File: src/rtl/if_stage.sv
// Instruction-fetch stage: PC register, instruction-memory request and the IF/ID pipeline register.
// Priority per edge is redirect, then stall, then memory ready, otherwise a wait-state bubble.
module if_stage #(
  parameter logic [31:0] RESET_PC  = 32'h0000_0000,
  parameter logic [31:0] NOP_INSTR = 32'h0000_0000
) (
  input  logic        clk_i,
  input  logic        rst_i,
  input  logic        stall_i,
  input  logic        redirect_i,
  input  logic [31:0] redirect_pc_i,
  output logic        imem_req_o,
  output logic [31:0] imem_addr_o,
  input  logic        imem_ready_i,
  input  logic [31:0] imem_data_i,
  output logic [31:0] pc_o,
  output logic [31:0] instr_o,
  output logic [31:0] pc_plus4_o,
  output logic        valid_o,
  output logic [31:0] fetch_cnt_o
);

  logic        r_started;
  logic [31:0] r_pc;
  logic [31:0] r_instr;
  logic [31:0] r_pc_plus4;
  logic        r_valid;
  logic [31:0] r_fetch_cnt;
  logic [31:0] w_pc_next4;

  assign w_pc_next4  = r_pc + 32'd4;
  assign imem_addr_o = r_pc;
  assign pc_o        = r_pc;
  // A stalled cycle issues no request unless a redirect overrides the stall.
  assign imem_req_o  = r_started & (redirect_i | ~stall_i);

  assign instr_o     = r_instr;
  assign pc_plus4_o  = r_pc_plus4;
  assign valid_o     = r_valid;
  assign fetch_cnt_o = r_fetch_cnt;

  always_ff @(posedge clk_i or negedge rst_i) begin
    if (!rst_i) begin
      r_started   <= 1'b0;
      r_pc        <= RESET_PC;
      r_instr     <= NOP_INSTR;
      r_pc_plus4  <= 32'h0000_0000;
      r_valid     <= 1'b0;
      r_fetch_cnt <= 32'h0000_0000;
    end else if (!r_started) begin
      r_started <= 1'b1;
    end else if (redirect_i) begin
      r_pc    <= {redirect_pc_i[31:2], 2'b00};
      r_instr <= NOP_INSTR;
      r_valid <= 1'b0;
    end else if (stall_i) begin
      // Hold everything; any ready response this cycle is refetched later.
      r_pc <= r_pc;
    end else if (imem_ready_i) begin
      r_instr     <= imem_data_i;
      r_pc_plus4  <= w_pc_next4;
      r_valid     <= 1'b1;
      r_pc        <= w_pc_next4;
      r_fetch_cnt <= r_fetch_cnt + 32'd1;
    end else begin
      r_instr <= NOP_INSTR;
      r_valid <= 1'b0;
    end
  end

endmodule

File: config.mk
export PLATFORM = sky130hd
export DESIGN_NAME = if_stage
export DESIGN_NICKNAME = d
export VERILOG_FILES = /design/src/rtl/if_stage.sv
export SDC_FILE = /design/constraint.sdc
export NUM_CORES = 1
export LEC_CHECK = 0
export ABC_AREA = 1
export ABC_CLOCK_PERIOD_IN_PS = 1500
export CAP_MARGIN = 25
export CORE_ASPECT_RATIO = 1.5
export CORE_MARGIN = 1
export CORE_UTILIZATION = 30
export DETAILED_ROUTE_END_ITERATION = 8
export PLACE_DENSITY = 0.68
export SLEW_MARGIN = 20
export SYNTH_ARGS = -nofsm -noshare
export SYNTH_HDL_FRONTEND = slang
export SYNTH_SLANG_ARGS = --single-unit
export TNS_END_PERCENT = 1
File: constraint.sdc
create_clock -name clk_i -period 1.5 [get_ports clk_i]
set_clock_uncertainty 0.1 [all_clocks]
set_input_delay 0.3 -clock clk_i [delete_from_list [all_inputs] [get_ports clk_i]]
set_output_delay 0.3 -clock clk_i [all_outputs]
set_load 0.05 [all_outputs]
==> results summary <==
The run finished, with violations left. The final reports fail on design-rule violations, negative setup slack. Once placement finished, the instance area stood at 11,800 um^2. The routed via count is 7,504. The final hold violation count came out at 0. The via count of the first global-routing pass is 7,478. The worst setup path is captured at a flop. Synthesis handed over a netlist of 915 instances. The sequential fraction of the synthesis area is 45.9%. The slew of the pin with the lowest slew margin came out at 0.523 ns. The tree built by TritonCTS fans out to 126 sinks. The post-detailed-route count of antenna-violating nets is 0.

The most repeated library cell on the critical path is sky130_fd_sc_hd__nand2_2. The peak ir drop on the vdd network is 0.927 mV. The setup path with the least slack is of type flop to flop. The root buffer selected by CTS is sky130_fd_sc_hd__clkbuf_16.

The number of DRC markers in iteration 0 is 557. The HPWL after detailed placement is 18,600 um. The floorplan step defined a die boundary enclosing 23,500 um^2.

The H-tree generated during clock tree synthesis spans 4 levels. The most common cell after layout, fill and taps aside is sky130_fd_sc_hd__nand2_1. The final instance count without filler cells came out at 1,547. The starting density of the core is 30.7%. The total negative slack for setup checks is -10.65 ns. The slack of the worst reg-to-reg path is -0.20 ns.

The placement row count is 67. Of the total power, the clock network draws 27.8%. The worst pin sits at a relative slew slack of 65.1%. The maximum clock rate is 589 MHz. The mean instance size in the synthesized netlist is 7.50 um^2. The count of max-cap constraint violations is 0. The worst path arrival time came out at 1.90 ns.

The sequential cell fraction of total power came out at 26.9%. The chip width came out at 126 um. The detail-routed via count per cell came out at 4.85. The internal portion of the total power is 10,500 uW. The delay of the slowest cell on the worst path came out at 0.38 ns. The number of distinct library cells after synthesis is 34. The switching share of power came out at 36.7%. The clock-pin slew reported for the worst setup and hold paths after clock tree synthesis came out at 0.06 ns. Setup repair after global routing could not meet its margin everywhere. The path depth of the worst reg2reg path came out at 8. The count of pins over their slew limit was 0. The total overflow reported by the global router is 0. The net count of the finished layout is 1,329. The worst register-to-register path begins at r_started.

The post-route netlist has 37.2% of its cells at a drive strength greater than 1. The final critical-path share of the clock period is 113%. The insertion delay to the later sink of the worst-skew pair is 0.43 ns. The total routed wirelength is 25,400 um. The switching power total came out at 6100 uW.

In this run the static leakage power is 0.00612 uW. In the final routed layout, each cell accounts on average for 16.4 um. The worst register-to-register path ends at fetch_cnt_o[24].

Setup violations remaining at the end of the flow were counted as 177. Leaving out fill and tap cells, the most frequent cells in the layout are sky130_fd_sc_hd__nand2_1, sky130_fd_sc_hd__buf_12, sky130_fd_sc_hd__nor2_1, sky130_fd_sc_hd__dfrtp_1, sky130_fd_sc_hd__buf_4. The signal on the critical path passes through nand2_2, buf_6, nor2_4, nand2_2, nor3b_4, nand3_1, nand2_1, inv_1. The number of buffers added by the clock tree synthesis step came out at 17.

The combinational group share of total power is 45.3%. 231 I/O pins were placed. The count of port buffers added during placement came out at 222. Once routing completed, OpenROAD measured the worst setup slack at -0.198 ns. The remaining design rule violation count came out at 10. The number of antenna diodes in the final layout is 0.

The worst hold margin is 0.289 ns. The class of the tightest hold or removal check is input pin to asynchronous set/reset pin. The placeable core region came out at 22,400 um^2.

In this run, placement finished with an instance count of 1,499. The buffer levels on the longest clock path came out at 2. The first global-routing pass estimated 39,000 um of wire.

The aggregate global-route resource usage came out at 21.4%. The fill cell total of the finished layout is 1,733. The data required time at the worst endpoint is 1.71 ns.

After layout, the minimum clock period comes to 1.70 ns. TritonCTS built the clock tree. The global placer's final weighted congestion is 0.957. The Yosys step of the flow raised 0 warnings. The flip-flop and latch count after synthesis is 126.

The area growth from synthesis to layout is 92.7%. After synthesis the cells add up to 6860 um^2. The number of iterations in the first detailed-routing pass came out at 7.

The overall die height is 187 um. STA classifies the critical path startpoint as a flop. The utilization of the core after routing came out at 59.1%. The largest net degree at the start of global routing came out at 34.

The power per cell area came out at 1260 nW/um^2. The largest individual stage delay along the critical path comes from the cell sky130_fd_sc_hd__dfrtp_1. The finished cells cover 13,200 um^2. The top fanout value on the critical path came out at 7. The number of antenna violations at the first check in global routing is 0.
-- Yosys cell counts --
library cell,instances,share of area (%)
sky130_fd_sc_hd__ha_1,2,0.36
sky130_fd_sc_hd__o21bai_1,1,0.11
sky130_fd_sc_hd__nor2_4,5,0.82
sky130_fd_sc_hd__o31ai_1,1,0.11
sky130_fd_sc_hd__a31oi_1,5,0.46
sky130_fd_sc_hd__o22ai_1,3,0.27
sky130_fd_sc_hd__nor3_1,4,0.29
sky130_fd_sc_hd__o21ai_1,5,0.36
sky130_fd_sc_hd__xor2_1,16,2.0
sky130_fd_sc_hd__a32o_1,19,2.8
sky130_fd_sc_hd__nand3_1,71,5.2
sky130_fd_sc_hd__o21ai_0,31,2.3
sky130_fd_sc_hd__nor2_2,5,0.46
sky130_fd_sc_hd__inv_1,54,3.0
sky130_fd_sc_hd__nand3b_1,9,0.98
sky130_fd_sc_hd__conb_1,2,0.11
sky130_fd_sc_hd__clkbuf_1,16,0.87
sky130_fd_sc_hd__nand4_1,2,0.18
sky130_fd_sc_hd__inv_4,1,0.091
sky130_fd_sc_hd__buf_4,39,4.3
sky130_fd_sc_hd__nand2_1,311,17
sky130_fd_sc_hd__inv_2,2,0.11
sky130_fd_sc_hd__a21oi_1,9,0.66
sky130_fd_sc_hd__nor2_1,141,7.7
sky130_fd_sc_hd__and2_1,2,0.18
sky130_fd_sc_hd__buf_2,8,0.58
sky130_fd_sc_hd__xnor2_1,9,1.1
sky130_fd_sc_hd__dfrtp_1,126,46
sky130_fd_sc_hd__o211ai_1,3,0.33
sky130_fd_sc_hd__nor3b_2,1,0.18
sky130_fd_sc_hd__buf_6,2,0.33
sky130_fd_sc_hd__nand2_2,7,0.64
sky130_fd_sc_hd__buf_1,1,0.055
sky130_fd_sc_hd__nor4_1,2,0.18
-- power by group through the flow --
stage	combinational (uW)	clock [uW]	sequential, uW
2_1_floorplan	1710	0	5980
3_3_place_gp	7150	0	4460
3_5_place_dp	7200	0	4470
4_1_cts	7410	4680	4460
5_1_grt	7820	4820	4530
6_report	7520	4620	4480
-- critical path: cells and delay by family, from the launching register on --
family | cells | cell delay (ns)
simple gates | 6 | 0.91
flops | 1 | 0.38
buf+inv | 2 | 0.18
-- repair_timing --
action	in CTS	in global routing
pin swaps	9	27
setup endpoints to repair	159	194
resized for setup	99	88
setup buffers	5	11
hold endpoints to repair	23	0
hold buffers	1	0
-- cell families after synthesis --
logic type / synth area share (%)
and+or+nand+nor: 33.8
DFF: 45.9
AOI/OAI and AO/OA: 7.33
buffers and inverters: 9.26
xor gates and xnor gates: 3.19
other: 0.109
adders and majority gates: 0.365
-- worst max path at each step --
stage / start / to / slack, ns / depth (start not counted)
6_report: r_started / fetch_cnt_o[24] / -0.20 / 8
5_1_grt: r_started / fetch_cnt_o[16] / -0.27 / 7
3_5_place_dp: redirect_i / fetch_cnt_o[24] / -0.54 / 9
2_1_floorplan: imem_addr_o[2] / imem_addr_o[24] / -0.23 / 10
4_1_cts: r_started / imem_req_o / -0.22 / 5
3_3_place_gp: redirect_i / fetch_cnt_o[24] / -0.50 / 9
-- cell type report --
type | instances | area [um^2] | share of cell area (%)
Clock inverter | 11 | 186 | 1.41
Inverter | 57 | 219 | 1.66
Multi-Input combinational cell | 671 | 3440 | 26.0
Clock buffer | 21 | 470 | 3.56
Sequential cell | 126 | 3190 | 24.1
Tap cell | 276 | 345 | 2.61
Timing Repair Buffer | 385 | 5380 | 40.6
-- sequential cells by signal, indices dropped and copies added (netlist names) --
| name | flops |
|---|---|
| fetch_cnt_o | 32 |
| valid_o | 1 |
| imem_addr_o | 30 |
| pc_plus4_o | 30 |
| instr_o | 32 |
| r_started | 1 |
-- routing by layer --
layer / vias up / global-route usage (%) / routed length (um)
li1: 3572 / - / -
met1: 3579 / 23.1 / 9210
met2: 278 / 39.3 / 13900
met3: 75 / 2.92 / 971
met4: 0 / 13.1 / 1310
met5: - / 0 / 0
-- through the flow --
step,total power [uW],setup slack (ns)
CTS,16600,-0.224
global route,17200,-0.271
floorplan,7690,-0.226
detailed placement,11700,-0.538
global placement,11600,-0.498
finish,16600,-0.198
Note: power is estimated with default switching activity, not from simulation.
